==> src/rtl/sys_utc_pkg.sv <==
// rtl/sys_utc_pkg.sv - shared UTC field widths, time struct and month-length helper
package sys_utc_pkg;

    localparam int SEC_W  = 6;
    localparam int MIN_W  = 6;
    localparam int HOUR_W = 5;
    localparam int DAY_W  = 5;
    localparam int MON_W  = 4;
    localparam int YEAR_W = 8;

    typedef struct packed {
        logic [YEAR_W-1:0] year;
        logic [MON_W-1:0]  month;
        logic [DAY_W-1:0]  day;
        logic [HOUR_W-1:0] hour;
        logic [MIN_W-1:0]  minute;
        logic [SEC_W-1:0]  second;
    } utc_time_t;

    localparam utc_time_t UTC_EPOCH = '{
        year:   '0,
        month:  MON_W'(1),
        day:    DAY_W'(1),
        hour:   '0,
        minute: '0,
        second: '0
    };

    // Year counts from 2000, so year[1:0]==0 is a leap year through 2099.
    function automatic logic [DAY_W-1:0] days_in_month(
        input logic [MON_W-1:0]  month,
        input logic [YEAR_W-1:0] year
    );
        logic [DAY_W-1:0] dim;
        case (month)
            MON_W'(2):  dim = (year[1:0] == 2'b00) ? DAY_W'(29) : DAY_W'(28);
            MON_W'(4),
            MON_W'(6),
            MON_W'(9),
            MON_W'(11): dim = DAY_W'(30);
            default:    dim = DAY_W'(31);
        endcase
        return dim;
    endfunction

endpackage

==> src/rtl/sys_utc_calendar_inc.sv <==
// rtl/sys_utc_calendar_inc.sv - combinational one-second calendar increment
module sys_utc_calendar_inc
    import sys_utc_pkg::*;
(
    input  utc_time_t cur,
    output utc_time_t nxt
);

    logic [DAY_W-1:0] dim;

    assign dim = days_in_month(cur.month, cur.year);

    // Limits use >= so out-of-range loaded fields normalise on the next tick.
    always_comb begin
        nxt = cur;
        if (cur.second < SEC_W'(59)) begin
            nxt.second = cur.second + SEC_W'(1);
        end else begin
            nxt.second = '0;
            if (cur.minute < MIN_W'(59)) begin
                nxt.minute = cur.minute + MIN_W'(1);
            end else begin
                nxt.minute = '0;
                if (cur.hour < HOUR_W'(23)) begin
                    nxt.hour = cur.hour + HOUR_W'(1);
                end else begin
                    nxt.hour = '0;
                    if (cur.day < dim) begin
                        nxt.day = cur.day + DAY_W'(1);
                    end else begin
                        nxt.day = DAY_W'(1);
                        if (cur.month < MON_W'(12)) begin
                            nxt.month = cur.month + MON_W'(1);
                        end else begin
                            nxt.month = MON_W'(1);
                            nxt.year  = cur.year + YEAR_W'(1);
                        end
                    end
                end
            end
        end
    end

endmodule

==> src/rtl/sys_utc_source.sv <==
// rtl/sys_utc_source.sv - PPS strobe and delayed UTC time message generator
module sys_utc_source
    import sys_utc_pkg::*;
#(
    parameter int CLK_FREQ  = 100_000_000,
    parameter int UTC_DELAY = 1000
) (
    input  logic              clk,
    input  logic              rst_n,
    input  logic              enable,
    input  logic              load_valid,
    input  logic [SEC_W-1:0]  load_second,
    input  logic [MIN_W-1:0]  load_minute,
    input  logic [HOUR_W-1:0] load_hour,
    input  logic [DAY_W-1:0]  load_day,
    input  logic [MON_W-1:0]  load_month,
    input  logic [YEAR_W-1:0] load_year,
    output logic              time_set,
    output logic              tx_pps_valid,
    output logic              tx_utc_time_valid,
    output logic [SEC_W-1:0]  tx_utc_time_second,
    output logic [MIN_W-1:0]  tx_utc_time_minute,
    output logic [HOUR_W-1:0] tx_utc_time_hour,
    output logic [DAY_W-1:0]  tx_utc_time_day,
    output logic [MON_W-1:0]  tx_utc_time_month,
    output logic [YEAR_W-1:0] tx_utc_time_year
);

    localparam int               CNT_W    = $clog2(CLK_FREQ);
    localparam logic [CNT_W-1:0] CNT_LAST = CNT_W'(CLK_FREQ - 1);
    localparam logic [CNT_W-1:0] CNT_MSG  = CNT_W'(UTC_DELAY - 1);

    logic [CNT_W-1:0] cnt;
    logic             pps_seen;
    utc_time_t        cur_time;
    utc_time_t        next_time;
    utc_time_t        load_time;
    utc_time_t        msg_time;

    assign load_time = '{
        year:   load_year,
        month:  load_month,
        day:    load_day,
        hour:   load_hour,
        minute: load_minute,
        second: load_second
    };

    sys_utc_calendar_inc u_calendar_inc (
        .cur (cur_time),
        .nxt (next_time)
    );

    // Priority: load, then disable, then second wrap, then message slot.
    always_ff @(posedge clk or negedge rst_n) begin
        if (!rst_n) begin
            cnt               <= '0;
            pps_seen          <= 1'b0;
            cur_time          <= UTC_EPOCH;
            msg_time          <= '0;
            time_set          <= 1'b0;
            tx_pps_valid      <= 1'b0;
            tx_utc_time_valid <= 1'b0;
        end else begin
            tx_pps_valid      <= 1'b0;
            tx_utc_time_valid <= 1'b0;
            if (load_valid) begin
                cur_time <= load_time;
                cnt      <= '0;
                pps_seen <= 1'b0;
                time_set <= 1'b1;
            end else if (!enable) begin
                cnt      <= '0;
                pps_seen <= 1'b0;
            end else if (cnt == CNT_LAST) begin
                cnt          <= '0;
                cur_time     <= next_time;
                tx_pps_valid <= 1'b1;
                pps_seen     <= 1'b1;
            end else begin
                cnt <= cnt + CNT_W'(1);
                if (cnt == CNT_MSG && pps_seen) begin
                    tx_utc_time_valid <= 1'b1;
                    msg_time          <= cur_time;
                end
            end
        end
    end

    assign tx_utc_time_second = msg_time.second;
    assign tx_utc_time_minute = msg_time.minute;
    assign tx_utc_time_hour   = msg_time.hour;
    assign tx_utc_time_day    = msg_time.day;
    assign tx_utc_time_month  = msg_time.month;
    assign tx_utc_time_year   = msg_time.year;

endmodule
==> config.mk <==
export PLATFORM = sky130hd
export DESIGN_NAME = sys_utc_source
export DESIGN_NICKNAME = d
export VERILOG_FILES = /design/src/rtl/sys_utc_pkg.sv /design/src/rtl/sys_utc_calendar_inc.sv /design/src/rtl/sys_utc_source.sv
export SDC_FILE = /design/constraint.sdc
export NUM_CORES = 1
export LEC_CHECK = 0
export CAP_MARGIN = 40
export CORE_AREA = 4 4 107 109
export CTS_CLUSTER_DIAMETER = 60
export DETAILED_ROUTE_END_ITERATION = 10
export DIE_AREA = 0 0 111 113
export HOLD_SLACK_MARGIN = 0.02
export PLACE_DENSITY_LB_ADDON = 0.1
export SYNTH_ARGS = -nofsm -noshare
export SYNTH_HDL_FRONTEND = slang
export SYNTH_HIERARCHICAL = 1
export SYNTH_SLANG_ARGS = --single-unit
==> constraint.sdc <==
create_clock -name clk -period 7.98 [get_ports clk]
set_clock_uncertainty 0.05 [all_clocks]
set_input_delay 1.197 -clock clk [delete_from_list [all_inputs] [get_ports clk]]
set_output_delay 1.197 -clock clk [all_outputs]
set_load 0.01 [all_outputs]
==> impl_results.rst <==
.. list-table::
   :header-rows: 1

   * - Metric
     - Value
   * - Worst path arrival time
     - 3.82 ns
   * - EDFF count, synth
     - 0
   * - Pin count of the biggest net entering global routing
     - 69
   * - Violation count after the first detailed-routing iteration
     - 293
   * - Unrepaired setup endpoints after global routing
     - no
   * - Final setup violation count
     - 0
   * - Power Density
     - 159.6 nW/um^2
   * - GRT Resource Usage Total
     - 22.88%
   * - Synthesis-stage register bit count
     - 99
   * - Fraction of the mapped netlist area in adder cells
     - 2.895%
   * - Non-filler instance count after layout
     - 784
   * - Syn Nets
     - 636
   * - Antenna Violating Nets Remaining
     - 0
   * - Total die area
     - 12540 sq um
   * - Resized cells post-CTS
     - 0
   * - Initial Utilization
     - 52.99%
   * - Post-Synth Simple-Gate Area
     - 22.32%
   * - HPWL after DPL
     - 9402 microns
   * - Worst-Margin Slew
     - 0.8621 ns
   * - Filler cell count in the final layout
     - 900
   * - Final setup slack of the worst path
     - 4.376 ns
   * - Critical Path Start Type
     - input port
   * - Startpoint-to-endpoint class of the critical path
     - in2reg
   * - Final nets
     - 690
   * - Capture point of the worst path
     - tx_utc_time_year[7]
   * - 1st-pass router iterations
     - 5
   * - Xor and xnor area share after synthesis
     - 3.274%
   * - Peak supply drop
     - 0.08089 mV
   * - Static leakage
     - 2.669 nW
   * - Global route overflow
     - 0
   * - Clock tree from TritonCTS
     - built
   * - IO buf count
     - 74
   * - Largest fanout on the critical path
     - 19
   * - Count of cell types in the netlist
     - 58
   * - Internal Dissipation
     - 0.0007838 W
   * - Number of clock sinks
     - 99
   * - Relative slew slack
     - 42.34%
   * - Number of warnings printed during yosys synthesis
     - 6
   * - Startpoint of the most critical register-to-register path
     - cnt[0]
   * - Hold Violations, Final
     - 0
   * - Number of hold-repair buffers added at the cts stage
     - 0
   * - Syn avg cell area
     - 9.603 sq um
   * - Via/cell ratio
     - 6.134
   * - Antenna violations before repair
     - 0
   * - Gate count after technology mapping
     - 585
   * - Y dimension of the die
     - 113 microns
   * - Endpoint of the lowest-slack register-to-register path
     - tx_utc_time_year[7]
   * - Number of H-tree branching levels
     - 3
   * - Proportion of layout cells with a drive suffix above 1
     - 12.42%
   * - Cell total after placement
     - 768
   * - Run status
     - finished, final reports clean
   * - Clock group share of total power
     - 37.1%
   * - Max frequency
     - 277.5 MHz
   * - Register-to-Register Setup Slack
     - 5.12 ns
   * - Switching power
     - 0.0002785 W
   * - Worst-case setup slack after placement
     - 3.935 ns
   * - Final count of pins violating max slew
     - 0
   * - Netlist area before placement
     - 5618 sq um
   * - Post-CTS Setup Repair Bufs
     - 0
   * - Average wire length per cell after detail routing
     - 17.53 microns
   * - Worst-case reg-to-reg path depth
     - 6
   * - Via count
     - 4809
   * - Die span in x
     - 111 microns
   * - Rows
     - 38
   * - Async set-or-reset flop fraction in the synthesized netlist
     - 100.0%
   * - DRC violations left
     - 0
   * - Top-level port count
     - 75
   * - CP Data Required Time
     - 8.20 ns
   * - Multiplexer share of the synthesized area
     - 7.416%
   * - Synthesis-to-layout area growth
     - 18.51%
   * - Combinational family with the most area after synthesis
     - simple AND/OR/NAND/NOR gates
   * - Max capacitance violation total
     - 0
   * - Commonest register cell after synthesis
     - sky130_fd_sc_hd__dfrtp_1
   * - # diodes
     - 0
   * - Wire length after detailed routing
     - 13740 microns
   * - Fraction of power consumed by sequential logic
     - 51.5%
   * - Vias in the first global route
     - 4823
   * - Crit path from
     - enable
   * - Part of the total power dissipated in combinational logic
     - 11.5%
   * - Share of total power consumed by net switching
     - 26.22%
   * - Sequential cell area fraction in the yosys report
     - 44.14%
   * - Synth Area in Compound Gates
     - 15.59%
   * - Fin Setup TNS
     - 0 ns
   * - Root Buffer Master
     - sky130_fd_sc_hd__clkbuf_8
   * - Setup crit end kind
     - flop
   * - Worst min-delay path category
     - reg2reg
   * - Worst-path clk slew
     - 0.10 ns
   * - Worst-Skew Late Latency
     - 0.37 ns
   * - Hold Crit Start
     - cnt[0]
   * - Wire length of the first global-routing pass
     - 23810 microns
   * - Floorplan Core Area
     - 10600 sq um
   * - CTS Buf Count
     - 9
   * - Maximum buffer depth of the clock tree
     - 2
   * - RePlAce Congestion
     - 0.7934
   * - Final Critical Period
     - 3.604 ns
   * - Final clock period utilization by the worst path
     - 45.16%
[cells in the mapped netlist (7+ instances only)]
cell type / instances / area [sq um]
sky130_fd_sc_hd__dfrtp_1: 97 / 2427
sky130_fd_sc_hd__nor2_1: 65 / 244.0
sky130_fd_sc_hd__o21ai_0: 54 / 270.3
sky130_fd_sc_hd__nand3_1: 53 / 265.3
sky130_fd_sc_hd__a31oi_1: 38 / 237.7
sky130_fd_sc_hd__mux2_2: 35 / 394.1
sky130_fd_sc_hd__nand2_1: 25 / 93.84
sky130_fd_sc_hd__nand4_1: 21 / 131.4
sky130_fd_sc_hd__a21oi_1: 20 / 100.1
sky130_fd_sc_hd__buf_2: 17 / 85.08
sky130_fd_sc_hd__clkbuf_1: 14 / 52.55
sky130_fd_sc_hd__ha_1: 13 / 162.7
sky130_fd_sc_hd__xnor2_1: 12 / 105.1
sky130_fd_sc_hd__o31ai_1: 9 / 67.56
sky130_fd_sc_hd__xor2_1: 9 / 78.83
sky130_fd_sc_hd__and4_1: 8 / 70.07
sky130_fd_sc_hd__or4_1: 8 / 60.06
sky130_fd_sc_hd__inv_1: 7 / 26.28
[cell usage in the layout (no fill, tap or decap), types with 4 or more instances in the layout]
cell and n:
sky130_fd_sc_hd__inv_1 7, sky130_fd_sc_hd__a31oi_1 38, sky130_fd_sc_hd__nor4_1 5, sky130_fd_sc_hd__o31ai_1 9
sky130_fd_sc_hd__or4_1 8, sky130_fd_sc_hd__nand2_1 25, sky130_fd_sc_hd__or3_1 5, sky130_fd_sc_hd__dfrtp_1 97
sky130_fd_sc_hd__buf_4 8, sky130_fd_sc_hd__o21ai_0 54, sky130_fd_sc_hd__a21oi_1 20, sky130_fd_sc_hd__clkbuf_8 9
sky130_fd_sc_hd__nand2b_1 5, sky130_fd_sc_hd__nand3_1 53, sky130_fd_sc_hd__and3_1 6, sky130_fd_sc_hd__mux2_2 35
sky130_fd_sc_hd__ha_1 13, sky130_fd_sc_hd__nor3_1 5, sky130_fd_sc_hd__clkdlybuf4s50_1 73, sky130_fd_sc_hd__and4_1 8
sky130_fd_sc_hd__xor2_1 9, sky130_fd_sc_hd__nand4_1 21, sky130_fd_sc_hd__and2_1 4, sky130_fd_sc_hd__nor2_1 65
sky130_fd_sc_hd__xnor2_1 12
[worst min path at each step]
stage | cells after the start | endpoint | slack [ns]
floorplan | 1 | cnt[0] | 0.40
global placement | 1 | time_set | 0.40
detailed placement | 1 | time_set | 0.42
CTS | 1 | time_set | 0.44
global route | 1 | tx_utc_time_minute[3] | 0.47
finish | 1 | cnt[0] | 0.44
[metrics by stage]
step | cell area, sq um | total power (W) | hold slack [ns] | utilization, %
2_1_floorplan | 5618 | 0.0006235 | 0.4029 | -
3_3_place_gp | 6369 | 0.0006689 | 0.4002 | 60.07
3_5_place_dp | 6411 | 0.0006766 | 0.4183 | 60.47
4_1_cts | 6658 | 0.001071 | 0.4428 | 62.79
5_1_grt | 6658 | 0.001112 | 0.4693 | 62.79
6_report | 6658 | 0.001062 | 0.4388 | 62.79
[registers in the layout, indices dropped and copies added (netlist names)]
register	count
cnt	27
tx_utc_time_second	6
pps_seen	1
tx_utc_time_day	5
tx_utc_time_month	4
tx_utc_time_hour	5
tx_utc_time_valid	1
time_set	1
tx_utc_time_minute	6
tx_utc_time_year	8
cur_time	34
tx_pps_valid	1
[worst max-delay path: stages]
cell and delay, ns:
sky130_fd_sc_hd__clkdlybuf4s50_1 0.46, sky130_fd_sc_hd__nor2b_1 0.37, sky130_fd_sc_hd__nand4_1 0.25, sky130_fd_sc_hd__nor3_4 0.72, sky130_fd_sc_hd__buf_4 0.42, sky130_fd_sc_hd__mux2_2 0.38
[cell families (layout without fill, tap and decap cells)]
kind of cell             count (synthesis)  in the layout
multiplexers                            37             37
XOR/XNOR                                21             21
AND/OR/NAND/NOR                        228            228
adder cells (fa/ha/maj)                 13             13
buffers and inverters                   48            107
AO/OA/AOI/OAI                          139            139
flip-flops                              99             99
[final cells by class]
cell class / instances / area (sq um) / share of cell area [%]
Inverter: 8 / 30.03 / 0.4510
Clock inverter: 7 / 122.6 / 1.842
Sequential cell: 99 / 2480 / 37.25
Clock buffer: 9 / 123.9 / 1.861
Tap cell: 140 / 175.2 / 2.631
Multi-Input combinational cell: 438 / 2893 / 43.45
Timing Repair Buffer: 83 / 833.3 / 12.52
[layer usage]
layer / up-vias / GRT usage, % / routed length [microns] / share of wire (%)
met5: - / 0 / 0 / 0
met4: 0 / 8.785 / 299 / 2.2
met3: 24 / 3.636 / 778 / 5.7
met2: 168 / 36.37 / 6480 / 47
met1: 2349 / 31.79 / 6184 / 45
li1: 2268 / - / - / -
[power by group through the flow]
stage	Clock (W)	Sequential (W)	Combinational [W]
final	0.000394	0.000547	0.000122
after global routing	0.000424	0.000551	0.000138
after CTS	0.000403	0.000546	0.000122
after detailed placement	0	0.000556	0.000121
after global placement	0	0.000554	0.000115
after floorplan	0	0.000545	0.0000782
Note: power is estimated with default switching activity, not from simulation.
